**src/rtl/suma_pkg.sv**
```systemverilog
// Shared types for the bit-serial adder: the controller state encoding.
package suma_pkg;

    typedef enum logic [1:0] {IDLE, RUN, DONE} suma_state_t;

endpackage

```
**src/rtl/suma_serial_full_adder.sv**
```systemverilog
// Single combinational full-adder cell; the only arithmetic in the serial adder.
module full_adder (
    input  logic a,
    input  logic b,
    input  logic cin,
    output logic s,
    output logic cout
);

    assign s    = a ^ b ^ cin;
    assign cout = (a & b) | (a & cin) | (b & cin);

endmodule

```
**src/rtl/suma_serial.sv**
```systemverilog
// Bit-serial M-bit two's-complement adder, LSB first, one bit per clock, with
// start/done handshake and C/N/V/Z flags published together with the sum.
module suma_serial
    import suma_pkg::*;
#(
    parameter int M = 4
) (
    input  logic         clk,
    input  logic         rst,
    input  logic         start,
    input  logic [M-1:0] A,
    input  logic [M-1:0] B,
    output logic [M-1:0] R,
    output logic         C,
    output logic         N,
    output logic         V,
    output logic         Z,
    output logic         busy,
    output logic         done
);

    localparam int CW = (M > 1) ? $clog2(M) : 1;
    localparam logic [CW-1:0] LAST = CW'(M - 1);

    suma_state_t state_q, state_d;

    logic [M-1:0]  a_q, a_d, b_q, b_d, res_q, res_d;
    logic          c_q, c_d;
    logic [CW-1:0] cnt_q, cnt_d;
    logic          amsb_q, amsb_d, bmsb_q, bmsb_d;
    logic [M-1:0]  r_q, r_d;
    logic          cf_q, cf_d, n_q, n_d, v_q, v_d, z_q, z_d;
    logic          busy_q, busy_d, done_q, done_d;

    logic          fa_s, fa_c;
    logic [M-1:0]  sum_w;
    logic          load_w;

    full_adder u_fa (
        .a    (a_q[0]),
        .b    (b_q[0]),
        .cin  (c_q),
        .s    (fa_s),
        .cout (fa_c)
    );

    // On the last RUN edge the incoming bit completes the sum.
    assign sum_w  = {fa_s, res_q[M-1:1]};
    assign load_w = start && ((state_q == IDLE) || (state_q == DONE));

    always_ff @(posedge clk) begin
        if (rst) begin
            state_q <= IDLE;
        end else begin
            state_q <= state_d;
        end
    end

    always_comb begin
        state_d = state_q;
        case (state_q)
            IDLE:    if (start) state_d = RUN;
            RUN:     if (cnt_q == LAST) state_d = DONE;
            DONE:    state_d = start ? RUN : IDLE;
            default: state_d = IDLE;
        endcase
    end

    always_comb begin
        a_d    = a_q;
        b_d    = b_q;
        res_d  = res_q;
        c_d    = c_q;
        cnt_d  = cnt_q;
        amsb_d = amsb_q;
        bmsb_d = bmsb_q;
        r_d    = r_q;
        cf_d   = cf_q;
        n_d    = n_q;
        v_d    = v_q;
        z_d    = z_q;
        busy_d = busy_q;
        done_d = 1'b0;
        if (load_w) begin
            a_d    = A;
            b_d    = B;
            res_d  = '0;
            c_d    = 1'b0;
            cnt_d  = '0;
            amsb_d = A[M-1];
            bmsb_d = B[M-1];
            busy_d = 1'b1;
        end else if (state_q == RUN) begin
            a_d   = a_q >> 1;
            b_d   = b_q >> 1;
            res_d = sum_w;
            c_d   = fa_c;
            cnt_d = cnt_q + 1'b1;
            if (cnt_q == LAST) begin
                r_d    = sum_w;
                cf_d   = fa_c;
                n_d    = sum_w[M-1];
                z_d    = (sum_w == '0);
                v_d    = (amsb_q == bmsb_q) && (sum_w[M-1] != amsb_q);
                done_d = 1'b1;
                busy_d = 1'b0;
            end
        end
    end

    always_ff @(posedge clk) begin
        if (rst) begin
            a_q    <= '0;
            b_q    <= '0;
            res_q  <= '0;
            c_q    <= 1'b0;
            cnt_q  <= '0;
            amsb_q <= 1'b0;
            bmsb_q <= 1'b0;
            r_q    <= '0;
            cf_q   <= 1'b0;
            n_q    <= 1'b0;
            v_q    <= 1'b0;
            z_q    <= 1'b0;
            busy_q <= 1'b0;
            done_q <= 1'b0;
        end else begin
            a_q    <= a_d;
            b_q    <= b_d;
            res_q  <= res_d;
            c_q    <= c_d;
            cnt_q  <= cnt_d;
            amsb_q <= amsb_d;
            bmsb_q <= bmsb_d;
            r_q    <= r_d;
            cf_q   <= cf_d;
            n_q    <= n_d;
            v_q    <= v_d;
            z_q    <= z_d;
            busy_q <= busy_d;
            done_q <= done_d;
        end
    end

    assign R    = r_q;
    assign C    = cf_q;
    assign N    = n_q;
    assign V    = v_q;
    assign Z    = z_q;
    assign busy = busy_q;
    assign done = done_q;

endmodule
```
**config.mk**
```make
export PLATFORM = sky130hd
export DESIGN_NAME = suma_serial
export DESIGN_NICKNAME = d
export VERILOG_FILES = /design/src/rtl/suma_pkg.sv /design/src/rtl/suma_serial_full_adder.sv /design/src/rtl/suma_serial.sv
export SDC_FILE = /design/constraint.sdc
export NUM_CORES = 1
export LEC_CHECK = 0
export ABC_AREA = 0
export BUFFER_PORTS_ARGS = -buffer_cell sky130_fd_sc_hd__buf_4
export CAP_MARGIN = 40
export CORE_MARGIN = 2
export CORE_UTILIZATION = 50
export DETAILED_ROUTE_END_ITERATION = 8
export PLACE_DENSITY = 0.69
export SYNTH_ARGS = -nofsm -noshare
export SYNTH_HDL_FRONTEND = slang
export SYNTH_SLANG_ARGS = --single-unit
```
**constraint.sdc**
```tcl
create_clock -name clk -period 1.8 [get_ports clk]
set_input_delay 0.09 -clock clk [delete_from_list [all_inputs] [get_ports clk]]
set_output_delay 0.09 -clock clk [all_outputs]
set_load 0.05 [all_outputs]
```
==> results.py, run 1 <==
metrics = {
    "status": {
        "status": "completed",
    },
    "timing": {
        "setup_violations": 0,
        "fin_crit_ns": 1.51,
        "finalCritPeriodShare": 0.839,
        "max_slew_margin": 0.665,
        "rsz0062_at_grt": "no",
        "hold_viol_final": 0,
        "fmax_mhz": 662,
        "fin_ws_ns": 0.290,
        "finalClockSkew_ns": 0.00340,
        "maxSlewViolCount": 0,
        "tightest_slew_ns": 0.502,
        "setup-tns-final_ns": 0,
    },
    "global_routing": {
        "overflow": 0,
        "antenna_found_initial": 0,
        "grt_pass1_vias": 778,
        "grt_max_degree": 23,
        "grt.total_usage": 0.170,
        "grt_pass1_wl_mm": 3.30,
    },
    "critical_path": {
        "crit_end": "V",
        "crit_path_start_kind": "flop",
        "arrival_ns": 1.76,
        "r2r_cells": 4,
        "cp-end-kind": "flop",
        "r2r-start": "c_q",
        "crit_start": "c_q",
        "cp_max_fo": 5,
        "worstReg2RegEnd": "V",
        "worstPathRequired_ns": 2.05,
        "path_class": "reg2reg",
        "r2r_setup_slack_ns": 0.29,
    },
    "floorplanning": {
        "die_h_um": 51.4,
        "core_sq_um": 2170,
        "fp.dieW_um": 51.4,
        "dieArea_sq_um": 2640,
        "rows": 17,
        "initial_core_util": 0.517,
        "ios": 21,
    },
    "clock_tree": {
        "postCtsSetupBuffers": 0,
        "cts_hold_buf": 0,
        "ctsResizeCount": 0,
        "path_clk_slew_ns": 0.14,
        "max-clock-path-buffers": 2,
        "cts.sinks": 27,
        "clk_latency_ns": 0.32,
        "cts_root_buf": "clkbuf_4",
        "cts_tree": "done",
        "cts-buffers-inserted": 3,
        "htreeDepth": 1,
    },
    "placed_design": {
        "dpl.hpwl_mm": 1.34,
        "place.gp.congestion": 0.808,
        "dpl_worst_slack_ns": 0.314,
        "port_buffers": 20,
    },
    "synth": {
        "synth-seq-cells": 27,
        "syn_avg_cell_area_sq_um": 9.50,
        "ys_seq_area_frac": 0.482,
        "synth_enable_flop_cells": 0,
        "synth_area_sq_um": 1120,
        "ys_warn_count": 0,
        "synth_top_area_frac": 0.482,
        "syn-num-nets": 131,
        "syn_inst": 118,
        "synthFlopType": "dfxtp_1",
        "netlist_top_cells_count": "27 x dfxtp_1, 24 x nand2_1, 13 x nor2_1",
        "synthTopCellsByArea": "dfxtp_1 48%, nand2_1 8.0%, a21oi_1 5.4%",
        "yosysTopAreaCell": "dfxtp_1",
        "synth_most_common_cell": "dfxtp_1",
        "yosysUniqueCellTypes": 27,
        "async_flop_share": 0,
    },
    "power_and_ir_drop": {
        "p_per_area_nw_per_um2": 810,
        "peakVddDrop_mv": 0.437,
        "p_leak_nw": 0.519,
    },
    "cells_and_area": {
        "area_growth_syn_to_layout_pct": 14.0,
        "multi_input_area_sq_um": 510,
        "fill_cells": 214,
        "layout-drive-gt1-share": 0.265,
        "antennaDiodeCount": 0,
        "regArea_sq_um": 541,
        "fin_nets": 150,
    },
    "drt": {
        "via_per_inst": 5.20,
        "ant_nets": 0,
        "vias": 852,
        "wl_per_cell_um": 11.7,
        "finalWirelength_mm": 1.93,
        "drc": 0,
        "first_pass_iters": 4,
        "first_iter_violations": 13,
    },
    "worst_hold_path": {
        "hp-class": "in2reg",
        "hold_depth": 3,
    },
    "run": {
        "drv_cap": 0,
    },
}
## worst max-delay path, stage by stage, from the launching register on
cell and delay (ns):
dfxtp_1 0.35, fa_1 0.61, nor3b_1 0.21, nor3_1 0.07
nor3_1 0.20
## state kept, by name (all words and copies together) (netlist names), 2 cells and up
signal	flops
res_q	3
a_q	4
state_q	2
R	4
cnt_q	2
b_q	4
## per-layer routing
layer,share of wire,up-vias,GRT usage
met5,0,-,0
met4,0.016,0,0.105
met3,0.035,4,0.0351
met2,0.48,18,0.262
met1,0.47,396,0.218
li1,-,434,-
## layout by cell type, fill, tap and decap left out, types with 2 or more instances in the layout
cell,n
a21oi_1,12
a21oi_2,3
a22oi_1,2
a311oi_2,4
buf_4,22
clkbuf_4,3
dfxtp_1,27
mux2i_1,4
nand2_1,24
nand2b_1,3
nand3_1,3
nand3_2,3
nor2_1,13
nor3_1,2
## where the power goes
group	switching (mW)	internal, mW
sequential	0.0156	0.621
combinational	0.0782	0.0589
clock	0.173	0.0868
total	0.267	0.767
## how the worst min path moves through the flow
| stage | startpoint | endpoint |
|---|---|---|
| global route | B[3] | b_q[3] |
| floorplan | rst | b_q[0] |
| CTS | A[3] | a_q[3] |
| global placement | A[3] | amsb_q |
| detailed placement | A[3] | a_q[3] |
| finish | A[3] | a_q[3] |
## per-stage QoR
step           cell area (sq um)  total power, mW   util  cells  hold WS, ns
3_5_place_dp                1250            0.787  0.577    160        0.384
6_report                    1280             1.03  0.589    164       0.0368
2_1_floorplan               1120            0.760      -    118        0.158
4_1_cts                     1280             1.04  0.589    164       0.0316
5_1_grt                     1280             1.08  0.589    164       0.0319
3_3_place_gp                1250            0.785  0.577    160        0.377
## cell families (layout without fill, tap and decap cells)
kind of cell,Yosys count,count (layout),share of synthesized area
buffers and inverters,8,26,0.0625
adder cells (fa/ha/maj),2,2,0.0290
multiplexers,4,4,0.0357
AO/OA/AOI/OAI,22,22,0.151
AND/OR/NAND/NOR,54,54,0.232
XOR/XNOR,1,1,0.00781
flip-flops,27,27,0.482
## layout make-up
type	instances	share of cell area
Clock buffer	4	0.0206
Multi-Input combinational cell	83	0.400
Sequential cell	27	0.423
Tap cell	28	0.0274
Timing Repair Buffer	22	0.129
Note: power is estimated with default switching activity, not from simulation.
==> inputs of run 2 (changes only) <==
clock period = 1.49 ns   (was 1.8 ns; I/O delays follow)
==> run 2 against run 1 <==
Sequential power up 21%. Power is 21% higher. Largest cell class unchanged. Global-route usage up 1.3 points. Critical endpoint unchanged. Sequential cell count is the same. Sequential share of layout area is 1.3 points lower. Die area unchanged.
==> results.py, run 2 (synthesis gave the netlist of run 1 again) <==
metrics = {
    "global_routing": {
        "met3_usage": 0.0263,
        "overflow": 0,
        "grt_pass1_wl_mm": 3.67,
        "grtUsageMet1": 0.228,
        "gr-usage-met2": 0.320,
        "grt_max_degree": 23,
        "grt_pass1_vias": 846,
        "grt.total_usage": 0.183,
        "antenna_found_initial": 0,
        "busiest_layer": "met2",
    },
    "critical_path": {
        "crit_chain": "fa_2 -> and3b_1 -> nor3_2 -> nor3_1",
        "r2r-start": "b_q[0]",
        "path_class": "reg2reg",
        "r2r_setup_slack_ns": 0.05,
        "crit_path_start_kind": "flop",
        "cp-end-kind": "flop",
        "cp_slowest_cell": "fa_2",
        "r2r_cells": 4,
        "worstPathRequired_ns": 1.70,
        "cp_top_family": "adder cells",
        "critical_path_buf_inv_count": 0,
        "cp_max_fo": 5,
        "worstReg2RegEnd": "V",
        "arrival_ns": 1.65,
        "slowest_delay_ns": 0.61,
    },
    "cells_and_area": {
        "layout-drive-gt1-share": 0.309,
        "final_common_cell": "dfxtp_1",
        "fill_cells": 201,
        "antennaDiodeCount": 0,
        "area_growth_syn_to_layout_pct": 17.7,
        "fin_nets": 153,
        "final_area_sq_um": 1320,
        "final_cell_count_no_fill": 167,
        "final_cell_mix": "26 x dfxtp_1, 25 x buf_4, 24 x nand2_1",
        "post-route-util": 0.608,
    },
    "placed_design": {
        "place.gp.congestion": 0.809,
        "dpl_worst_slack_ns": 0.0182,
        "port_buffers": 20,
        "placedCellCount": 163,
        "dpl_cell_area_sq_um": 1270,
        "dpl.hpwl_mm": 1.44,
    },
    "clock_tree": {
        "clk_latency_ns": 0.31,
        "cts-buffers-inserted": 3,
        "postCtsSetupBuffers": 0,
        "path_clk_slew_ns": 0.14,
        "cts_hold_buf": 0,
        "htreeDepth": 1,
        "cts.sinks": 27,
        "max-clock-path-buffers": 2,
        "cts_tree": "done",
        "cts_root_buf": "clkbuf_4",
    },
    "floorplanning": {
        "die_h_um": 51.4,
        "rows": 17,
        "dieArea_sq_um": 2640,
        "fp.dieW_um": 51.4,
        "initial_core_util": 0.517,
        "ios": 21,
        "core_sq_um": 2170,
    },
    "drt": {
        "first_iter_violations": 7,
        "ant_nets": 0,
        "drc": 0,
        "finalWirelength_mm": 2.06,
        "vias": 890,
        "wl_per_cell_um": 12.3,
        "via_per_inst": 5.33,
        "first_pass_iters": 4,
    },
    "timing": {
        "maxSlewViolCount": 0,
        "finalCritPeriodShare": 0.967,
        "max_slew_margin": 0.697,
        "fin_worst_hold_slack_ns": 0.0331,
        "tightest_slew_ns": 0.454,
        "hold_viol_final": 0,
        "setup_violations": 0,
        "fin_ws_ns": 0.0495,
        "setup-tns-final_ns": 0,
        "fmax_mhz": 694,
        "finalClockSkew_ns": 0.00308,
        "fin_crit_ns": 1.44,
    },
    "power_and_ir_drop": {
        "p_leak_nw": 0.534,
        "peakVddDrop_mv": 0.545,
        "switching_power_mw": 0.316,
        "swShare": 0.252,
        "seq_power_share": 0.617,
        "total_power_mw": 1.25,
        "clockPowerShare": 0.242,
        "p_comb_frac": 0.142,
        "p_int_mw": 0.936,
        "p_per_area_nw_per_um2": 948,
    },
    "status": {
        "status": "completed",
    },
    "worst_hold_path": {
        "min_to": "a_q[3]",
        "hp-class": "in2reg",
        "hold_start": "A[3]",
        "hold_depth": 3,
    },
    "run": {
        "drv_cap": 0,
    },
}
[run 2: how the worst max path moves through the flow]
stage          end  startpoint  slack, ns  cells past startpoint
4_1_cts          V         c_q      0.003                      4
3_3_place_gp     V         c_q       0.04                      4
3_5_place_dp     V         c_q       0.02                      4
2_1_floorplan    V         c_q       0.07                      4
6_report         V      b_q[0]       0.05                      4
5_1_grt          V      b_q[0]     -0.007                      4
[run 2: area by class of cell]
cell class              instances  area (sq um)  share of cell area
clock buffers                   4          26.3              0.0199
flip-flops and latches         27           542               0.410
repair buffers                 25           188               0.142
well taps                      28          35.0              0.0265
multi-input cells              83           529               0.401
[run 2: power by group through the flow]
stage               combinational (mW)  clock, mW  sequential (mW)
finish                           0.177      0.303            0.772
global route                     0.199      0.345            0.777
CTS                              0.171      0.314            0.770
detailed placement               0.170          0            0.786
global placement                 0.168          0            0.784
floorplan                        0.128          0            0.790
[run 2: routing by layer]
| layer | up-vias | wire (um) |
|---|---|---|
| met4 | 0 | 11 |
| met3 | 2 | 61 |
| li1 | 443 | - |
| met5 | - | 0 |
| met2 | 12 | 1060 |
| met1 | 433 | 926 |
[run 2: tightest hold or removal path, stage by stage]
cell and delay [ns]:
buf_4 0.11, nand2_1 0.08, a21oi_2 0.05
[run 2: timing repair]
action	in CTS	in global routing
resized for setup	0	5
setup endpoints to repair	0	1
hold endpoints to repair	0	0
==> inputs of run 3 (changes only) <==
PLACE_DENSITY = 0.77   (was 0.69)
==> run 3 against run 2 <==
Die area stayed put. Largest power group unchanged. First-iteration DRC count rose by 86%. Clock power is 7.3% higher. Clock skew grew 0.0056 ns. Via count rose by 0.67%. Non-clock buffer count up 1. Critical path type unchanged. Clock-buffer cell count down 1. Final cell count grew 0.60%. Core utilization rose by 0.23 points. Combinational power barely moved.
==> results.py, run 3 (synthesis gave the netlist of run 1 again) <==
metrics = {
    "floorplanning": {
        "initial_core_util": 0.517,
        "fp.dieW_um": 51.4,
        "die_h_um": 51.4,
        "ios": 21,
        "dieArea_sq_um": 2640,
        "core_sq_um": 2170,
        "rows": 17,
    },
    "clock_tree": {
        "cts_tree": "done",
        "path_clk_slew_ns": 0.15,
        "max-clock-path-buffers": 2,
        "cts-buffers-inserted": 3,
        "cts_hold_buf": 0,
        "clk_latency_ns": 0.33,
        "cts.sinks": 27,
        "htreeDepth": 1,
        "cts_root_buf": "clkbuf_4",
    },
    "timing": {
        "finalCritPeriodShare": 0.974,
        "max_slew_margin": 0.715,
        "hold_viol_final": 0,
        "finalClockSkew_ns": 0.00871,
        "setup_violations": 0,
        "rsz0062_at_grt": "yes",
        "tightest_slew_ns": 0.427,
        "fin_crit_ns": 1.45,
        "maxSlewViolCount": 0,
        "fin_worst_hold_slack_ns": 0.0184,
        "fmax_mhz": 689,
    },
    "cells_and_area": {
        "fill_cells": 203,
        "antennaDiodeCount": 0,
        "area_growth_syn_to_layout_pct": 18.2,
        "final_cell_mix": "26 x dfxtp_1, 26 x buf_4, 24 x nand2_1",
        "layout-drive-gt1-share": 0.321,
        "fin_nets": 154,
        "final_cell_count_no_fill": 168,
        "post-route-util": 0.611,
    },
    "placed_design": {
        "place.gp.congestion": 0.801,
        "port_buffers": 20,
        "placedCellCount": 164,
        "dpl.hpwl_mm": 1.52,
    },
    "worst_hold_path": {
        "hp-class": "in2reg",
    },
    "run": {
        "drv_cap": 0,
    },
    "critical_path": {
        "crit_path_start_kind": "flop",
        "cp_max_fo": 5,
        "r2r_setup_slack_ns": 0.04,
        "worstPathRequired_ns": 1.73,
        "cp-end-kind": "flop",
        "path_class": "reg2reg",
        "arrival_ns": 1.69,
    },
    "drt": {
        "vias": 896,
        "finalWirelength_mm": 2.11,
        "first_pass_iters": 3,
        "drc": 0,
        "first_iter_violations": 13,
        "ant_nets": 0,
        "wl_per_cell_um": 12.6,
        "via_per_inst": 5.33,
    },
    "global_routing": {
        "grt_max_degree": 23,
        "grt_pass1_vias": 886,
        "grt.total_usage": 0.187,
        "grt_pass1_wl_mm": 3.70,
        "antenna_found_initial": 0,
        "overflow": 0,
    },
    "power_and_ir_drop": {
        "total_power_mw": 1.27,
        "p_leak_nw": 0.539,
        "peakVddDrop_mv": 0.546,
        "p_per_area_nw_per_um2": 959,
    },
    "status": {
        "status": "completed",
    },
}
## run 3: changes by cell type in the layout (fill, tap and decap cells not counted)
cell,before,now
buf_4,25,26
clkbuf_1,1,0
clkinvlp_4,0,1
nor3b_2,0,1
nor3b_4,1,0
## run 3: final cells by class
| cell class | instances | area [sq um] | area share |
|---|---|---|---|
| Clock buffer | 3 | 22.5 | 0.0170 |
| Clock inverter | 1 | 7.51 | 0.00567 |
| Multi-Input combinational cell | 83 | 523 | 0.395 |
| Sequential cell | 27 | 542 | 0.409 |
| Tap cell | 28 | 35.0 | 0.0264 |
| Timing Repair Buffer | 26 | 195 | 0.147 |
## run 3: path summary, 6_finish.rpt
path | from | end | depth (start not counted)
worst max-delay path | a_q[0] | V | 4
worst min-delay path | A[3] | a_q[3] | 3
worst max register to register | a_q[0] | V | 4
worst min register to register | Z | Z | 2
## run 3: worst max-delay path: stages (launching register included)
cell and delay [ns]:
dfxtp_2 0.36, fa_2 0.61, and3b_1 0.19, nor3_2 0.14, nor3_1 0.06
## run 3: timing repair
| action | CTS | global route |
|---|---|---|
| hold endpoints to repair | 0 | 0 |
| pin swaps | 1 | 0 |
| endpoints found under the setup margin | 1 | 2 |
| resized for setup | 0 | 4 |
| buffers inserted | 0 | 0 |
## run 3: per-layer routing
metal	track usage	routed length, um	vias to the layer above
li1	-	-	449
met1	0.226	974	427
met2	0.323	1040	18
met3	0.0263	70	2
met4	0.0921	27	0
met5	0	0	-
## run 3: per-stage QoR
stage,setup WS (ns),setup TNS [ns],area (sq um)
5_1_grt,-0.0458,-0.0510,1330
3_3_place_gp,0.0453,0,1280
6_report,0.0390,0,1330
4_1_cts,0.00546,0,1310
3_5_place_dp,0.00756,0,1280
2_1_floorplan,0.0697,0,1120
## run 3: report_power, final
group	leakage, nW	internal, mW	switching [mW]
combinational	0.304	0.0763	0.0982
sequential	0.220	0.751	0.0207
clock	0.0139	0.103	0.222
total	0.539	0.931	0.341
